**src/rtl/demux1to3_buf.sv**
```systemverilog
// ---------------------------------------------------------------------------
// demux1to3_buf
//
// Buffered 1-to-3 data distributor. One producer offers an 8-bit word with a
// 3-bit destination select. The word is delivered to one of three consumers
// through a one-entry holding register per channel, each with a valid/ready
// handshake. Select codes 3'b011..3'b111 are accepted and discarded, and are
// counted in a saturating 8-bit error counter.
//
// Ports:
//   clock                  rising-edge clock for all state
//   reset_n                asynchronous, active-low reset
//   in_data   [7:0]        word to distribute
//   in_sel    [2:0]        destination: 000->ch0, 001->ch1, 010->ch2, else discard
//   in_valid               producer offers in_data/in_sel this cycle
//   in_ready               block accepts this cycle (combinational, no in_valid path)
//   data0x/data1x/data2x   channel holding-register contents
//   valid0/valid1/valid2   channel holds an undelivered word
//   ready0/ready1/ready2   consumer takes the channel word this cycle
//   err_count [7:0]        saturating count of discarded words
// ---------------------------------------------------------------------------
module demux1to3_buf (
    input  logic       clock,
    input  logic       reset_n,
    input  logic [7:0] in_data,
    input  logic [2:0] in_sel,
    input  logic       in_valid,
    output logic       in_ready,
    output logic [7:0] data0x,
    output logic [7:0] data1x,
    output logic [7:0] data2x,
    output logic       valid0,
    output logic       valid1,
    output logic       valid2,
    input  logic       ready0,
    input  logic       ready1,
    input  logic       ready2,
    output logic [7:0] err_count
);

    // Slot storage, indexed by channel number.
    logic [7:0] data_p0 [3];
    logic [2:0] vld_p0;
    logic [7:0] err_p0;

    logic [2:0] rdy;
    logic [2:0] fill;
    logic [2:0] drain;
    logic       xfer;
    logic       discard;

    // Saturating increment: holds at 8'hFF instead of wrapping to zero.
    function automatic logic [7:0] sat_inc8(input logic [7:0] v);
        if (v == 8'hFF) begin
            return 8'hFF;
        end
        return v + 8'd1;
    endfunction

    assign rdy = {ready2, ready1, ready0};

    // A mapped channel can accept when empty or when its word leaves this
    // same edge; this lets a streaming channel sustain one word per cycle.
    always_comb begin
        in_ready = 1'b1;
        case (in_sel)
            3'b000:  in_ready = !vld_p0[0] || rdy[0];
            3'b001:  in_ready = !vld_p0[1] || rdy[1];
            3'b010:  in_ready = !vld_p0[2] || rdy[2];
            default: in_ready = 1'b1;
        endcase
    end

    assign xfer    = in_valid && in_ready;
    assign discard = xfer && (in_sel > 3'b010);

    always_comb begin
        fill = 3'b000;
        for (int k = 0; k < 3; k++) begin
            fill[k] = xfer && (in_sel == 3'(k));
        end
    end

    // ready k only matters while the slot actually holds a word.
    assign drain = vld_p0 & rdy;

    // ---- stage p0: holding registers and error counter ----
    always_ff @(posedge clock or negedge reset_n) begin
        if (!reset_n) begin
            vld_p0 <= 3'b000;
            err_p0 <= 8'h00;
            for (int k = 0; k < 3; k++) begin
                data_p0[k] <= 8'h00;
            end
        end else begin
            for (int k = 0; k < 3; k++) begin
                // Fill wins over drain: a simultaneous take-and-refill keeps
                // the slot valid with the new word.
                if (fill[k]) begin
                    data_p0[k] <= in_data;
                    vld_p0[k]  <= 1'b1;
                end else if (drain[k]) begin
                    vld_p0[k]  <= 1'b0;
                end
            end
            if (discard) begin
                err_p0 <= sat_inc8(err_p0);
            end
        end
    end

    assign data0x    = data_p0[0];
    assign data1x    = data_p0[1];
    assign data2x    = data_p0[2];
    assign valid0    = vld_p0[0];
    assign valid1    = vld_p0[1];
    assign valid2    = vld_p0[2];
    assign err_count = err_p0;

endmodule

```
**config.mk**
```make
export PLATFORM = sky130hd
export DESIGN_NAME = demux1to3_buf
export DESIGN_NICKNAME = d
export VERILOG_FILES = /design/src/rtl/demux1to3_buf.sv
export SDC_FILE = /design/constraint.sdc
export NUM_CORES = 1
export LEC_CHECK = 0
export ABC_AREA = 1
export CAP_MARGIN = 20
export CORE_MARGIN = 4
export CORE_UTILIZATION = 39
export DETAILED_ROUTE_END_ITERATION = 8
export DONT_BUFFER_PORTS = 1
export GPL_TIMING_DRIVEN = 0
export HOLD_SLACK_MARGIN = 0.03
export SKIP_CTS_REPAIR_TIMING = 1
export SLEW_MARGIN = 25
export SYNTH_ARGS = -nofsm -noshare
export SYNTH_HDL_FRONTEND = slang
export SYNTH_SLANG_ARGS = --single-unit
```
**constraint.sdc**
```tcl
create_clock -name clock -period 1.9 [get_ports clock]
set_clock_uncertainty 0.1 [all_clocks]
set_input_delay 0.38 -clock clock [delete_from_list [all_inputs] [get_ports clock]]
set_output_delay 0.38 -clock clock [all_outputs]
set_load 0.03 [all_outputs]
```
== After elaboration in Yosys (flattened, before gate mapping) ==
Index checks and enable logic that the tools add are counted.
Widths: inputs -> output; s select.
Storage, ports and cells
  bits in registers: 35
  input port bits: 17
  logic and storage cells: 39
Cells by class
  add/subtract/negate cells: 1
  magnitude comparators: 1
  equality and inequality tests: 3
  mux-type cells: 11
  bitwise operators: 1
  reductions and logical operators: 15
Operator list (count)
  $mux 8: 2
  $add 8x1->8 const B: 1
  $eq 8x8->1 const B: 1
  $mux 1: 8
  $reduce_bool 2->1: 3
  $logic_and 1x1->1: 5
  $and 3x3->3: 1
  $eq 3x1->1 const B: 1
  $eq 3x2->1 const B: 1
  $gt 3x2->1 const B: 1
  $logic_not 1->1: 3
  $logic_not 3->1: 1
  $logic_or 1x1->1: 3
  $pmux 1 s3: 1

== Logic depth before layout (Yosys ltp) ==
  depth after elaboration: 7
  depth in mapped cells: 9
  mapped depth without buffers: 9

== Worst setup path before layout ==
Ideal clock, no wire load.
  path type: input to output
  start point: input port in_sel[1]
  end point: output port in_ready
  data arrival time: 1.171 ns
  path slack: 0.249 ns
  stages: 6
  buffers on the path: 1
  path through: inv_2 -> nand2_4 -> nor2_4 -> nand2_4 -> nand3_4 -> buf_6
On the way
  word-level cells in the longest chain between the ends: 2
  elaborated cells between the ends (all ways): 4
  those cells by class: eq/ne: 2; mux: 1; reduce/logical: 1
Ends and longest elaborated chain
  from (decl): line 26  | input logic [2:0] in_sel,
  $eq 3x2->1 (tied with other cells): line 66  | case (in_sel)
  $pmux 1 s3 (*): line 66
  to (decl): line 28  | output logic in_ready,
Mark *: on every way between the ends. The rest lies on a longest branch, timed or not.

== Worst setup path after layout ==
  start point: register vld_p0[2]
  end point: output port in_ready
On the way
  word-level cells in the longest chain between the ends: 3
Ends and longest elaborated chain
  from (decl): line 43  | logic [2:0] vld_p0;
  from (signal assigned): line 90  | vld_p0 <= 3'b000;
  from (signal, indexed assignment): line 101  | vld_p0[k] <= 1'b1;
  from (signal, indexed assignment): line 103  | vld_p0[k] <= 1'b0;
  $logic_not 1->1: line 69  | 3'b010: in_ready = !vld_p0[2] || rdy[2];
  $logic_or 1x1->1: line 69
  $pmux 1 s3: line 66
No other way between the ends.

==> flow_summary_export.csv <==
group,metric,value,unit
finish,ff_latch_area,881,sq um
clock_tree,cts_tree,"done",
finish,final_cell_mix,"72 x nand2_1, 31 x dfrtp_1, 24 x nand4_1",
timing,slew_violations,0,
finish,final_common_cell,"nand2_1",
clock_tree,h-tree-depth,2,
setup_path,start_kind,"flip-flop",
finish,n_antenna_cell,0,
timing,slew_headroom,73.1,%
clock_tree,cts_sinks,35,
setup_path,crit_family,"flip-flops",
setup_path,cp_max_fo,10,
routing,drc_errors,0,
floorplanning,start_util,40.9,%
pwr,power_frac_seq,59.1,%
finish,drive_above_1_share,16.2,%
routing,detail-route-antenna-nets,0,
yosys,synth_nets,204,
floorplanning,num_rows,23,
floorplanning,die_w,73.2,um
yosys,ys_ff_latch,35,
finish,multi_input_area,697,sq um
clock_tree,clk_pin_slew,0.07,ns
yosys,synthCells,186,
routing,dr.pass1.iters,4,
timing,fmax,547,MHz
job,drv_cap,0,
pwr,switching_power,0.920,mW
timing,max_slew.worst_pin.slew,0.403,ns
setup_path,crit_path_top_delay_cell,"dfrtp_2",
finish,n_fill_cell,401,
floorplanning,dieArea,0.00536,sq mm
worst_hold_path,hp-class,"primary input to flip-flop",
placement,port-buffer-count,0,
pwr,p_leak,0.941,nW
grt,grt_pass1_wl,6.63,mm
setup_path,cpMostUsedCell,"nand2_1",
pwr,power_switching_share,39.4,%
timing,hold_slack,0.150,ns
yosys,yosysWarnings,0,
timing,fin_crit,1.83,ns
pwr,power.density,1240,mW/mm^2
pwr,intPower,1.41,mW
timing,setup_slack,0.0730,ns
routing,drt_wl_total,3.99,mm
floorplanning,core-area,0.00406,sq mm
setup_path,slowest_delay,0.48,ns
timing,min_period_over_period,96.2,%
placement,place_inst,236,
routing,vias,1339,
yosys,synth_cell_types,22,
finish,final_cells,247,
setup_path,critPathArrivalTime,1.35,ns
setup_path,critPathBufInv,2,
grt,grt.total_usage,16.4,%
clock_tree,worstSkewPairLatency,0.28,ns
setup_path,cp-end-kind,"output pin",
routing,wire_per_inst,16.2,um
grt,grt_pass1_vias,1353,
grt,antenna_found_initial,0,
clock_tree,numCtsBuffers,5,
grt,grt_max_degree,36,
routing,drt-initial-drc-count,26,
timing,setup_viol,0,
finish,post-route-cell-area,0.00187,sq mm
setup_path,required,1.42,ns
floorplanning,die_h,73.2,um
finish,final_nets,215,
clock_tree,root_buffer,"clkbuf_8",
routing,viasPerCell,5.42,
setup_path,cp_cell_sequence,"nand2_1 > nand2_1 > nand2_1 > inv_1 > nand3_4 > buf_6",
finish,syn2layout_area_growth,13.0,%
clock_tree,ctsLongestPathBuffers,2,
setup_path,crit_type,"flip-flop to output pin",
pwr,pwr-share-clk,27.1,%
placement,place_ws,0.0775,ns
yosys,syn_area,0.00166,sq mm
yosys,synth_area_per_cell,8.92,sq um
floorplanning,io_pins,53,
status,status,"finished clean",
placement,placement.cell_area,0.00172,sq mm
timing,hold_viol,0,
grt,grt.overflow.total,0,
pwr,ir_worst_vdd,657,uV
timing,rsz0062_at_grt,"false",
yosys,synth.yosys.seq_area_share,52.8,%
placement,place.gp.congestion,0.870,
placement,place.detailed.hpwl,3.06,mm
pwr,comb_power_share,13.9,%
final cells by class:
type	instances	area share, %
buffer	5	2.00
clock buffer	6	3.87
clock inverter	1	1.60
inverter	13	2.60
multi-input combinational	133	37.2
sequential	35	47.0
tap	50	3.34
timing repair buffer	4	2.40
cell families (layout without fill, tap and decap cells):
group | Yosys count | count (layout) | synth area share (%)
DFF | 35 | 35 | 52.8
AOI/OAI and AO/OA | 7 | 7 | 2.11
and+or+nand+nor | 124 | 124 | 38.6
adders and majority gates | 1 | 1 | 0.754
xor gates and xnor gates | 1 | 1 | 0.528
buffers and inverters | 18 | 29 | 5.20
cell usage after synthesis:
library cell  count  share of area (%)
a21oi_1           3               0.90
inv_2             4               0.90
nor2_2            1               0.38
nand2_4           2                1.4
nor2_8            1                1.2
buf_2             3               0.90
buf_6             2                1.4
nand2_1          72                 16
xnor2_1           1               0.53
nor3_1            1               0.30
nand3_1           7                2.1
or2_0             1               0.38
inv_1             9                2.0
nand4_1          24                9.0
nor2_4            1               0.68
o21ai_0           3               0.90
o21ai_1           1               0.30
dfrtp_1          35                 53
nor2_1            9                2.0
ha_1              1               0.75
nand3_4           4                4.2
nand3_2           1               0.60
worst register-to-register path, cell delays in order, from the launching register on:
cell	delay, ns
dfrtp_2	0.50
ha_1	0.22
nand2_1	0.10
inv_1	0.08
nand2_1	0.06
nor3_1	0.30
nand2_1	0.18
nand3_1	0.12
sequential cells by signal, summed over array words and instances, names as in the netlist:
signal and cells:
data1x 8, data2x 8, data0x 8, vld_p0 3, err_count 8
path summary, 6_finish.rpt:
| path | from | to | slack (ns) | cells after the start |
|---|---|---|---|---|
| max | vld_p0[2] | in_ready | 0.07 | 6 |
| min | in_data[0] | data1x[0] | 0.15 | 2 |
| max reg2reg | err_count[0] | err_count[4] | 0.19 | 7 |
| min reg2reg | err_count[0] | err_count[0] | 0.53 | 1 |
| max in group asynchronous | reset_n | err_count[1] | 1.06 | 2 |
| min in group asynchronous | reset_n | data1x[7] | 0.44 | 2 |
power groups by stage:
stage	sequential, mW	combinational [mW]	clock [mW]
floorplan	1.34	0.249	0
global placement	1.38	0.280	0
detailed placement	1.39	0.302	0
CTS	1.38	0.302	0.651
global route	1.41	0.381	0.690
finish	1.38	0.323	0.632
layer usage:
layer  vias to the layer above  part of all wire [%]  GRT usage [%]
li1                        639                     -              -
met1                       638                    38           18.1
met2                        55                    51           27.6
met3                         7                    10           7.85
met4                         0                   1.2           4.92
met5                         -                     0              0
through the flow:
stage / TNS [ns] / utilization (%) / power (mW)
finish: 0 / 46.2 / 2.33
global route: 0 / 46.2 / 2.48
CTS: -0.137 / 45.0 / 2.33
detailed placement: 0 / 42.4 / 1.70
global placement: 0 / 42.4 / 1.66
floorplan: 0 / - / 1.59
Power figures use the tool's default switching activity.
